**config.mk**
```make
export PLATFORM = sky130hd
export DESIGN_NAME = minc_mem_arbiter
export DESIGN_NICKNAME = d
export VERILOG_FILES = /design/src/rtl/minc_mem_arbiter.sv
export SDC_FILE = /design/constraint.sdc
export NUM_CORES = 1
export LEC_CHECK = 0
export CORE_MARGIN = 5
export CORE_UTILIZATION = 26
export CTS_CLUSTER_DIAMETER = 60
export DETAILED_ROUTE_END_ITERATION = 7
export GPL_TIMING_DRIVEN = 0
export PLACE_DENSITY = 0.64
export SYNTH_ARGS = -nofsm -noshare
export SYNTH_HDL_FRONTEND = slang
export SYNTH_SLANG_ARGS = --single-unit
```
**constraint.sdc**
```tcl
create_clock -name CLK -period 4.85 [get_ports CLK]
set_input_delay 0.97 -clock CLK [delete_from_list [all_inputs] [get_ports CLK]]
set_output_delay 0.97 -clock CLK [all_outputs]
set_load 0.02 [all_outputs]
```
**src/rtl/minc_mem_arbiter.sv**
```systemverilog
// Shares the minc program/stack RAM between fetch (F), stack (S) and loader (L).
// Loader has fixed priority; F and S alternate round-robin when both request.
module minc_mem_arbiter #(
  parameter int AW = 8,
  parameter int DW = 8
) (
  input  logic          CLK,
  input  logic          nRESET,
  input  logic          f_req,
  input  logic [AW-1:0] f_addr,
  output logic          f_ack,
  output logic [DW-1:0] f_rdata,
  input  logic          s_req,
  input  logic          s_we,
  input  logic [AW-1:0] s_addr,
  input  logic [DW-1:0] s_wdata,
  output logic          s_ack,
  output logic [DW-1:0] s_rdata,
  input  logic          l_req,
  input  logic          l_we,
  input  logic [AW-1:0] l_addr,
  input  logic [DW-1:0] l_wdata,
  output logic          l_ack,
  output logic [DW-1:0] l_rdata,
  input  logic          l_hold,
  output logic          cpu_stall,
  output logic          mem_en,
  output logic          mem_we,
  output logic [AW-1:0] mem_addr,
  output logic [DW-1:0] mem_wdata,
  input  logic [DW-1:0] mem_rdata
);

  typedef enum logic {IDLE = 1'b0, BUSY = 1'b1} state_t;
  typedef enum logic [1:0] {
    OWN_NONE = 2'd0,
    OWN_F    = 2'd1,
    OWN_S    = 2'd2,
    OWN_L    = 2'd3
  } owner_t;

  state_t          state_q, state_d;
  owner_t          owner_q, owner_d;
  owner_t          rr_last_q, rr_last_d;
  owner_t          grant_s;
  logic            stall_q;
  logic [DW-1:0]   f_rdata_q, s_rdata_q, l_rdata_q;
  logic            mem_en_s, mem_we_s;
  logic [AW-1:0]   mem_addr_s;
  logic [DW-1:0]   mem_wdata_s;
  logic            f_ack_s, s_ack_s, l_ack_s;

  // Winner selection; l_hold freezes CPU requesters even with no loader access pending
  always_comb begin
    grant_s = OWN_NONE;
    if (l_req) begin
      grant_s = OWN_L;
    end else if (!l_hold) begin
      if (f_req && s_req) begin
        grant_s = (rr_last_q == OWN_F) ? OWN_S : OWN_F;
      end else if (f_req) begin
        grant_s = OWN_F;
      end else if (s_req) begin
        grant_s = OWN_S;
      end else begin
        grant_s = OWN_NONE;
      end
    end else begin
      grant_s = OWN_NONE;
    end
  end

  // Next-state logic and the combinational RAM strobe issued from IDLE
  always_comb begin
    state_d     = state_q;
    owner_d     = owner_q;
    rr_last_d   = rr_last_q;
    mem_en_s    = 1'b0;
    mem_we_s    = 1'b0;
    mem_addr_s  = '0;
    mem_wdata_s = '0;
    case (state_q)
      IDLE: begin
        if (grant_s != OWN_NONE) begin
          mem_en_s = 1'b1;
          state_d  = BUSY;
          owner_d  = grant_s;
          if (grant_s != OWN_L) begin
            rr_last_d = grant_s;
          end else begin
            rr_last_d = rr_last_q;
          end
          case (grant_s)
            OWN_F: begin
              mem_addr_s = f_addr;
            end
            OWN_S: begin
              mem_we_s    = s_we;
              mem_addr_s  = s_addr;
              mem_wdata_s = s_wdata;
            end
            OWN_L: begin
              mem_we_s    = l_we;
              mem_addr_s  = l_addr;
              mem_wdata_s = l_wdata;
            end
            default: begin
              mem_en_s = 1'b0;
            end
          endcase
        end else begin
          owner_d = OWN_NONE;
        end
      end
      BUSY: begin
        state_d = IDLE;
        owner_d = OWN_NONE;
      end
      default: begin
        state_d = IDLE;
        owner_d = OWN_NONE;
      end
    endcase
  end

  assign f_ack_s = (state_q == BUSY) && (owner_q == OWN_F);
  assign s_ack_s = (state_q == BUSY) && (owner_q == OWN_S);
  assign l_ack_s = (state_q == BUSY) && (owner_q == OWN_L);

  // Gate the strobe so nothing reaches the RAM while reset is asserted
  assign mem_en    = mem_en_s & ~nRESET;
  assign mem_we    = mem_we_s & ~nRESET;
  assign mem_addr  = nRESET ? '0 : mem_addr_s;
  assign mem_wdata = nRESET ? '0 : mem_wdata_s;

  assign f_ack     = f_ack_s;
  assign s_ack     = s_ack_s;
  assign l_ack     = l_ack_s;
  assign f_rdata   = f_ack_s ? mem_rdata : f_rdata_q;
  assign s_rdata   = s_ack_s ? mem_rdata : s_rdata_q;
  assign l_rdata   = l_ack_s ? mem_rdata : l_rdata_q;
  assign cpu_stall = stall_q;

  // Arbiter state, round-robin history, stall flag and per-requester read data
  always_ff @(posedge CLK or posedge nRESET) begin
    if (nRESET) begin
      state_q   <= IDLE;
      owner_q   <= OWN_NONE;
      rr_last_q <= OWN_F;
      stall_q   <= 1'b0;
      f_rdata_q <= '0;
      s_rdata_q <= '0;
      l_rdata_q <= '0;
    end else begin
      state_q   <= state_d;
      owner_q   <= owner_d;
      rr_last_q <= rr_last_d;
      stall_q   <= l_hold | l_ack_s;
      f_rdata_q <= f_ack_s ? mem_rdata : f_rdata_q;
      s_rdata_q <= s_ack_s ? mem_rdata : s_rdata_q;
      l_rdata_q <= l_ack_s ? mem_rdata : l_rdata_q;
    end
  end

endmodule

```
==> reports/metrics.cfg, run 1 <==
[status]
status=finished clean

[clock_tree]
holdBufCountCts=0
clockBufferDepth=2
htreeDepth=2
clk_latency_ns=0.27
cts_tree=yes
cts_setup_buffers=0
cts.clk_slew.worst_paths_ns=0.06
numCtsBuffers=5
clock_sinks=30
cts-root-buf=clkbuf_8
cts_resized=0

[critical_path]
path_common_cell=clkdlybuf4s50_1
crit_buf_inv=2
critPathRequiredTime_ns=3.88
slowest_delay_ns=0.63
worstPathCellList=clkdlybuf4s50_1, nand2b_1, a211oi_1, a222oi_1, nor2_1, clkdlybuf4s50_1
startpoint_type=input port
crit_type=in2out
worst_setup_path_end_kind=output pin
slowest_stage=clkdlybuf4s50_1
cp_max_fo=5
critPathTopFamily=buffers and inverters
crit_arrival_ns=3.21

[routing]
via_per_inst=4.65
drtAntennaViolNets=0
drt-total-wl_mm=4.96
drt_iter0_drc=77
drc_errors=0
num_vias=1587
wl_per_cell_um=14.5
drtPass1Iterations=4

[die]
rows=27
dieArea_um2=7280
core_um2=5510
start_util_pct=26.8
die_h_um=85.3
ioPinCount=102
fp.dieW_um=85.3

[power]
ir_drop_v=0.000223
cellPowerDensity_nw_per_um2=426
leakagePower_nw=1.12

[yosys]
synth.cell_area_um2=1480
avgSynthCellArea_um2=9.16
synth_cell_types=26
ys_top_cells_by_count=nand2_1 (49), dfrtp_1 (29), nor2_1 (24)
yosys_most_used_dff=dfrtp_1
synth-seq-cells=30
synth_edf_count=0
synth_nets=217
netlist.area_leader.share_pct=49.2
synth_seq_area_share_pct=51.0
synth_area_leaders=dfrtp_1 (49%), nand2_1 (12%), mux2_2 (6.1%), nor2_1 (6.1%), a222oi_1 (5.4%)
syn_inst=161
yosysWarnings=0
synthArstFlopShare_pct=100
yosysMostFrequentCell=nand2_1
synth_area_leader_cell=dfrtp_1

[final_layout]
nets=324
drive_above_1_share_pct=8.55
diodes=0
syn_to_final_growth_pct=79.4
utilization_pct=48.1
fill_cells=532

[sta]
drv_slew=0
rsz0062_at_grt=false
layout_min_cycle_time_ns=4.18
final.setup.worst_slack_ns=0.667
hold_viol=0
min_period_over_period_pct=86.2
clock_skew_ns=0.00484
setup_tns_ns=0
worst_pin_slew_ns=1.11
setup_violations=0
slew_headroom_pct=26.0
fmax_ghz=0.239

[place]
port_buffers=100
hpwlAfterDp_mm=3.87
gp_congestion=0.790
pre_cts_ws_ns=0.649

[grt]
first_global_vias=1612
grt_max_degree=31
grt-ovfl-total=0
globalRouteTotalUtil_pct=13.6
antenna_found_initial=0
grt_first_pass_wirelength_mm=7.73

[flow_run]
drv_cap=0

[hold_path]
hold_class=reg2reg

[final cells by class]
class	count	area [um2]	share of cell area, %
repair buffers	100	1000	37.8
flip-flops and latches	30	752	28.4
multi-input cells	118	664	25.1
well taps	72	90.1	3.40
clock buffers	8	80.1	3.03
plain buffers	6	32.5	1.23
inverters	7	26.3	0.993
[state kept, by name, indices dropped and copies added, names as in the netlist]
| name | flops |
|---|---|
| f_rdata_q | 8 |
| l_rdata_q | 8 |
| s_rdata_q | 8 |
| owner_q | 2 |
| rr_last_q | 2 |
| cpu_stall | 1 |
| state_q | 1 |
[routing by layer]
metal,vias up,global-route usage (%),wire [um],share of wire [%]
met5,-,0,0,0
met4,0,3.88,36,0.73
met3,4,7.28,680,14
met2,95,23.0,2220,45
met1,721,14.7,2020,41
li1,767,-,-,-
[placed cells by master (no fill, tap or decap)]
master             n
clkdlybuf4s50_1  100
nand2_1           49
dfrtp_1           29
nor2_1            24
a22oi_1            9
mux2_2             8
a222oi_1           8
clkbuf_1           6
clkbuf_8           5
inv_1              3
inv_2              3
buf_2              2
nor2b_1            2
nand2b_1           2
nand3b_1           2
o21ai_1            2
nand2b_4           2
nor3_1             2
o21ai_0            2
a21oi_1            1
nand3_1            1
clkinv_1           1
a211oi_4           1
buf_6              1
a211oi_1           1
a22o_1             1
o41ai_1            1
dfstp_2            1
[worst min-delay path: cells and delay by family (launching register included)]
kind	cells	cell delay, ns
simple gates	2	0.11
flops	1	0.32
[stage by stage]
step           instances  area (um2)  hold WS (ns)  total power [mW]
2_1_floorplan        161        1480         0.484             0.664
3_3_place_gp         333        2570         0.452             0.942
3_5_place_dp         333        2570         0.460             0.950
4_1_cts              341        2650         0.475              1.14
5_1_grt              341        2650         0.492              1.20
6_report             341        2650         0.470              1.13
[where the power goes]
part           internal, mW  switching (mW)
registers             0.350          0.0279
clock network         0.102          0.0848
logic                 0.276           0.286
total                 0.727           0.399
[cell families after synthesis]
logic type | Yosys count | share of synthesized area, %
AOI/OAI and AO/OA | 26 | 14.8
buffers and inverters | 13 | 3.99
DFF | 30 | 51.0
muxes | 8 | 6.11
and+or+nand+nor | 84 | 24.2
[worst paths after layout]
| check | cells past startpoint | slack [ns] | end | start |
|---|---|---|---|---|
| max in group asynchronous | 2 | 2.80 | f_rdata_q[6] | nRESET |
| max | 6 | 0.67 | mem_addr[6] | f_req |
| min reg2reg | 2 | 0.47 | s_rdata_q[5] | s_rdata_q[5] |
| min in group asynchronous | 2 | 1.38 | f_rdata_q[5] | nRESET |
| max reg2reg | 5 | 3.32 | rr_last_q[1] | rr_last_q[0] |
| min | 2 | 0.47 | s_rdata_q[5] | s_rdata_q[5] |
(Power assumes the default switching activity.)
==> run 2, diff against run 1 <==
Settings changed: PLACE_DENSITY 0.64 to 0.72, SLEW_MARGIN set to 25.
==> run 2 against run 1 <==
Effect of this change:
- sequential power barely moved
- sequential share of layout area fell by 0.32 points
- core utilization rose by 0.55 points
- setup slack got worse by 0.027 ns
- power rose by 3.9%
- clock skew fell by 0.00055 ns
- worst hold slack improved by 0.0046 ns
- combinational power barely moved
==> reports/metrics.cfg, run 2 (synthesized netlist as in run 1, its figures left out) <==
[power]
switching_share_pct=34.3
ir_drop_v=0.000239
pwr-share-clk_pct=19.6
combPwrFrac_pct=48.0
cellPowerDensity_nw_per_um2=437
netSwitchingPower_mw=0.402
cell_internal_pwr_mw=0.769
power_frac_seq_pct=32.4
leakagePower_nw=1.14

[clock_tree]
cts_resized=0
numCtsBuffers=5
clock_sinks=30
clk_latency_ns=0.27
holdBufCountCts=0
cts_setup_buffers=0
clockBufferDepth=2
cts-root-buf=clkbuf_8
cts.clk_slew.worst_paths_ns=0.06
htreeDepth=2
cts_tree=yes

[grt]
first_global_vias=1656
grt_first_pass_wirelength_mm=7.59
globalRouteTotalUtil_pct=13.2
antenna_found_initial=0
grt-ovfl-total=0
grt_max_degree=31

[critical_path]
crit_type=in2out
cp_max_fo=5
slowest_delay_ns=0.64
path_common_cell=clkdlybuf4s50_1
critPathRequiredTime_ns=3.88
startpoint_type=input port
crit_arrival_ns=3.24
critPathTopFamily=buffers and inverters
slowest_stage=clkdlybuf4s50_1
crit_buf_inv=2
worst_setup_path_end_kind=output pin
worstPathCellList=clkdlybuf4s50_1, nand2b_1, a211oi_1, a222oi_1, nor2_1, clkdlybuf4s50_1

[die]
die_h_um=85.3
dieArea_um2=7280
start_util_pct=26.8
rows=27
core_um2=5510
ioPinCount=102
fp.dieW_um=85.3

[routing]
wl_per_cell_um=14.4
drc_errors=0
drtAntennaViolNets=0
via_per_inst=4.65
drtPass1Iterations=4
num_vias=1585
drt-total-wl_mm=4.91
drt_iter0_drc=64

[hold_path]
hold_class=reg2reg

[final_layout]
diodes=0
mostFrequentLayoutCell=clkdlybuf4s50_1
drive_above_1_share_pct=10.0
top_regs=f_rdata_q: 8 flops, l_rdata_q: 8 flops, s_rdata_q: 8 flops
fill_cells=534
final_cell_mix=clkdlybuf4s50_1 (100), nand2_1 (49), dfrtp_1 (29)
syn_to_final_growth_pct=81.4
nets=324

[sta]
worst_pin_slew_ns=0.676
fmax_ghz=0.238
clock_skew_ns=0.00429
fin_hold_ws_ns=0.475
setup_violations=0
drv_slew=0
layout_min_cycle_time_ns=4.21
min_period_over_period_pct=86.8
setup_tns_ns=0
slew_headroom_pct=54.7
hold_viol=0
rsz0062_at_grt=false

[status]
status=finished clean

[place]
hpwlAfterDp_mm=3.91
port_buffers=100
gp_congestion=0.778

[flow_run]
drv_cap=0

-- run 2: metal layers --
| metal | vias up | track usage [%] | share of wire [%] | wire, um |
|---|---|---|---|---|
| li1 | 769 | - | - | - |
| met1 | 718 | 14.0 | 39 | 1900 |
| met2 | 94 | 22.8 | 47 | 2320 |
| met3 | 4 | 6.60 | 14 | 665 |
| met4 | 0 | 4.03 | 0.53 | 26 |
| met5 | - | 0 | 0 | 0 |
-- run 2: worst reg2reg max path, cell delays in order (launching register included) --
cell	delay, ns
dfstp_2	0.57
nand2b_4	0.07
a211oi_4	0.44
buf_6	0.22
inv_2	0.03
o21ai_1	0.11
-- run 2: area by class of cell --
type / count / area, um2 / share of cell area [%]
well taps: 72 / 90.1 / 3.37
clock buffers: 8 / 110 / 4.11
plain buffers: 6 / 32.5 / 1.22
inverters: 7 / 26.3 / 0.982
flip-flops and latches: 30 / 752 / 28.1
multi-input cells: 118 / 664 / 24.8
repair buffers: 100 / 1000 / 37.4
-- run 2: worst paths after layout --
| kind | startpoint | to | slack [ns] | depth (start not counted) |
|---|---|---|---|---|
| min | s_rdata_q[7] | s_rdata_q[7] | 0.48 | 2 |
| min in group asynchronous | nRESET | owner_q[1] | 1.18 | 2 |
| min reg2reg | s_rdata_q[7] | s_rdata_q[7] | 0.48 | 2 |
| max | f_req | mem_addr[4] | 0.64 | 6 |
| max in group asynchronous | nRESET | f_rdata_q[6] | 3.26 | 2 |
| max reg2reg | rr_last_q[0] | rr_last_q[1] | 3.33 | 5 |
-- run 2: per-stage QoR --
stage / power [mW] / worst slack [ns] / utilization [%] / cell area, um2 / cells
2_1_floorplan: 0.664 / 1.70 / - / 1480 / 161
3_3_place_gp: 0.943 / 0.649 / 46.6 / 2570 / 333
3_5_place_dp: 0.950 / 0.594 / 46.6 / 2570 / 333
4_1_cts: 1.19 / 0.604 / 48.6 / 2680 / 341
5_1_grt: 1.24 / 0.450 / 48.6 / 2680 / 341
6_report: 1.17 / 0.641 / 48.6 / 2680 / 341
-- run 2: power groups by stage --
stage	clock network, mW	registers [mW]	logic (mW)
final	0.230	0.379	0.562
after global routing	0.247	0.389	0.601
after CTS	0.238	0.379	0.569
after detailed placement	0	0.383	0.567
after global placement	0	0.379	0.563
after floorplan	0	0.376	0.288
==> run 3, diff against run 2 <==
Settings changed: ABC_AREA set to 1, PLACE_DENSITY 0.72 to 0.71, SETUP_SLACK_MARGIN set to 0.4.
==> run 3 against run 2 <==
Effect of this change:
- sequential power up 3%
- clock power decreased by 13%
- die area is 7.7% higher
- non-clock buffer count up 1
- flip-flop and latch count unchanged
- register-to-register slack barely moved
- combinational power increased by 10%
==> reports/metrics.cfg, run 3 <==
[hold_path]
holdPathStages=1
min_from=state_q
hold_class=reg2reg

[sta]
hold_viol=0
min_period_over_period_pct=84.3
fmax_ghz=0.245
setup_violations=0
fin_hold_ws_ns=0.444
setup_tns_ns=0
layout_min_cycle_time_ns=4.09
clock_skew_ns=0.00520
rsz0062_at_grt=false
worst_pin_slew_ns=0.678
drv_slew=0
slew_headroom_pct=54.7

[die]
core_um2=5960
dieArea_um2=7840
ioPinCount=102
rows=28
fp.dieW_um=88.5
die_h_um=88.5
start_util_pct=26.9

[critical_path]
critPathRequiredTime_ns=3.88
cp_max_fo=9
worstPathCellList=clkdlybuf4s50_1, nand2_2, inv_2, nand2_2, a21oi_4, nand2_2, nand2_2, nand2_4, clkinv_4, nand2_1, inv_1, clkdlybuf4s50_1
critPathTopFamily=buffers and inverters
crit_buf_inv=5
crit_path_end=mem_addr[4]
startpoint_type=input port
regToRegStartpoint=rr_last_q[0]
path_depth=12
worst-r2r-cell-count=9
worst_setup_path_end_kind=output pin
slowest_delay_ns=0.61
path_common_cell=nand2_2
rrSetupSlack_ns=3.33
slowest_stage=clkdlybuf4s50_1
crit_arrival_ns=3.12
cp-startpoint=f_req
crit_type=in2out
r2r_end=rr_last_q[1]

[final_layout]
final_cell_mix=clkdlybuf4s50_1 (100), nand2_1 (72), dfrtp_1 (29)
top_regs=f_rdata_q: 8 flops, l_rdata_q: 8 flops, s_rdata_q: 8 flops
fill_cells=619
diodes=0
drive_above_1_share_pct=8.39
mostFrequentLayoutCell=clkdlybuf4s50_1
syn_to_final_growth_pct=73.9
postLayoutCellArea_um2=2790
nets=377

[clock_tree]
cts.clk_slew.worst_paths_ns=0.06
cts_setup_buffers=0
clock_sinks=30
cts_resized=0
holdBufCountCts=0
clockBufferDepth=2
cts-root-buf=clkbuf_8
numCtsBuffers=5
clk_latency_ns=0.27
cts_tree=yes
htreeDepth=2

[routing]
via_per_inst=4.38
drc_errors=0
wl_met2_mm=2.41
drtAntennaViolNets=0
num_vias=1737
drt_iter0_drc=123
routedLengthMet1_mm=2.14
highest_layer=met4
drtPass1Iterations=4
drt-total-wl_mm=5.05
met3_length_um=443
wl_per_cell_um=12.7

[yosys]
yosys_most_used_dff=dfrtp_1
syn_inst=214
synth_seq_area_share_pct=46.9
synth_area_leader_cell=dfrtp_1
synthArstFlopShare_pct=100
yosysMostFrequentCell=nand2_1
synth.cell_area_um2=1600
yosysWarnings=0
synth_nets=270
ys_top_cells_by_count=nand2_1 (72), dfrtp_1 (29), inv_1 (28)
synth_edf_count=0
synth_area_leaders=dfrtp_1 (45%), nand2_1 (17%), inv_1 (6.6%), o21ai_0 (6.2%), nand3_1 (5.6%)
synth_cell_types=22
synth-seq-cells=30
netlist.area_leader.share_pct=45.2
avgSynthCellArea_um2=7.50

[place]
hpwlAfterDp_mm=4.06
port_buffers=100
placed_area_um2=2700
gp_congestion=0.774

[grt]
first_global_vias=1766
globalRouteTotalUtil_pct=13.1
antenna_found_initial=0
grt_first_pass_wirelength_mm=8.12
grt-ovfl-total=0
grt_max_degree=33

[power]
netSwitchingPower_mw=0.448
cell_internal_pwr_mw=0.759
combPwrFrac_pct=51.3
ir_drop_v=0.000299
switching_share_pct=37.1
power_frac_seq_pct=32.2
leakagePower_nw=1.28
cellPowerDensity_nw_per_um2=433
pwr-share-clk_pct=16.5

[flow_run]
drv_cap=0

[status]
status=finished clean

==> run 3: power by group through the flow <==
stage | registers [mW] | clock network [mW] | logic [mW]
6_report | 0.389 | 0.200 | 0.619
5_1_grt | 0.402 | 0.218 | 0.673
4_1_cts | 0.390 | 0.206 | 0.628
3_5_place_dp | 0.393 | 0 | 0.624
3_3_place_gp | 0.389 | 0 | 0.619
2_1_floorplan | 0.387 | 0 | 0.316
==> run 3: cell families (layout without fill, tap and decap cells) <==
kind of cell,after synthesis,count (layout),share of synthesized area (%)
simple gates,110,110,30.8
buf+inv,38,146,10.4
compound gates,36,36,11.9
flops,30,30,46.9
==> run 3: worst min path at each step <==
stage | endpoint
after floorplan | owner_q[1]
after global placement | owner_q[1]
after detailed placement | owner_q[1]
after CTS | owner_q[1]
after global routing | owner_q[1]
final | owner_q[1]
==> run 3: per-stage QoR <==
| step | instances | setup slack (ns) | utilization (%) | power (mW) |
|---|---|---|---|---|
| final | 397 | 0.761 | 46.8 | 1.21 |
| after global routing | 397 | 0.562 | 46.8 | 1.29 |
| after CTS | 397 | 0.749 | 46.8 | 1.22 |
| after detailed placement | 389 | 0.760 | 45.3 | 1.02 |
| after global placement | 389 | 0.485 | 45.3 | 1.01 |
| after floorplan | 214 | 1.66 | - | 0.703 |
==> run 3: per-layer routing <==
| layer | track usage (%) | vias up |
|---|---|---|
| met5 | 0 | - |
| met4 | 3.30 | 0 |
| li1 | - | 894 |
| met3 | 4.84 | 9 |
| met2 | 21.3 | 59 |
| met1 | 16.5 | 775 |
==> run 3: cell type report <==
type | instances | area [um2] | area share, %
clock buffers | 8 | 90.1 | 3.23
plain buffers | 7 | 45.0 | 1.62
well taps | 75 | 93.8 | 3.36
repair buffers | 100 | 1000 | 35.9
flip-flops and latches | 30 | 752 | 27.0
inverters | 31 | 121 | 4.35
multi-input cells | 146 | 686 | 24.6
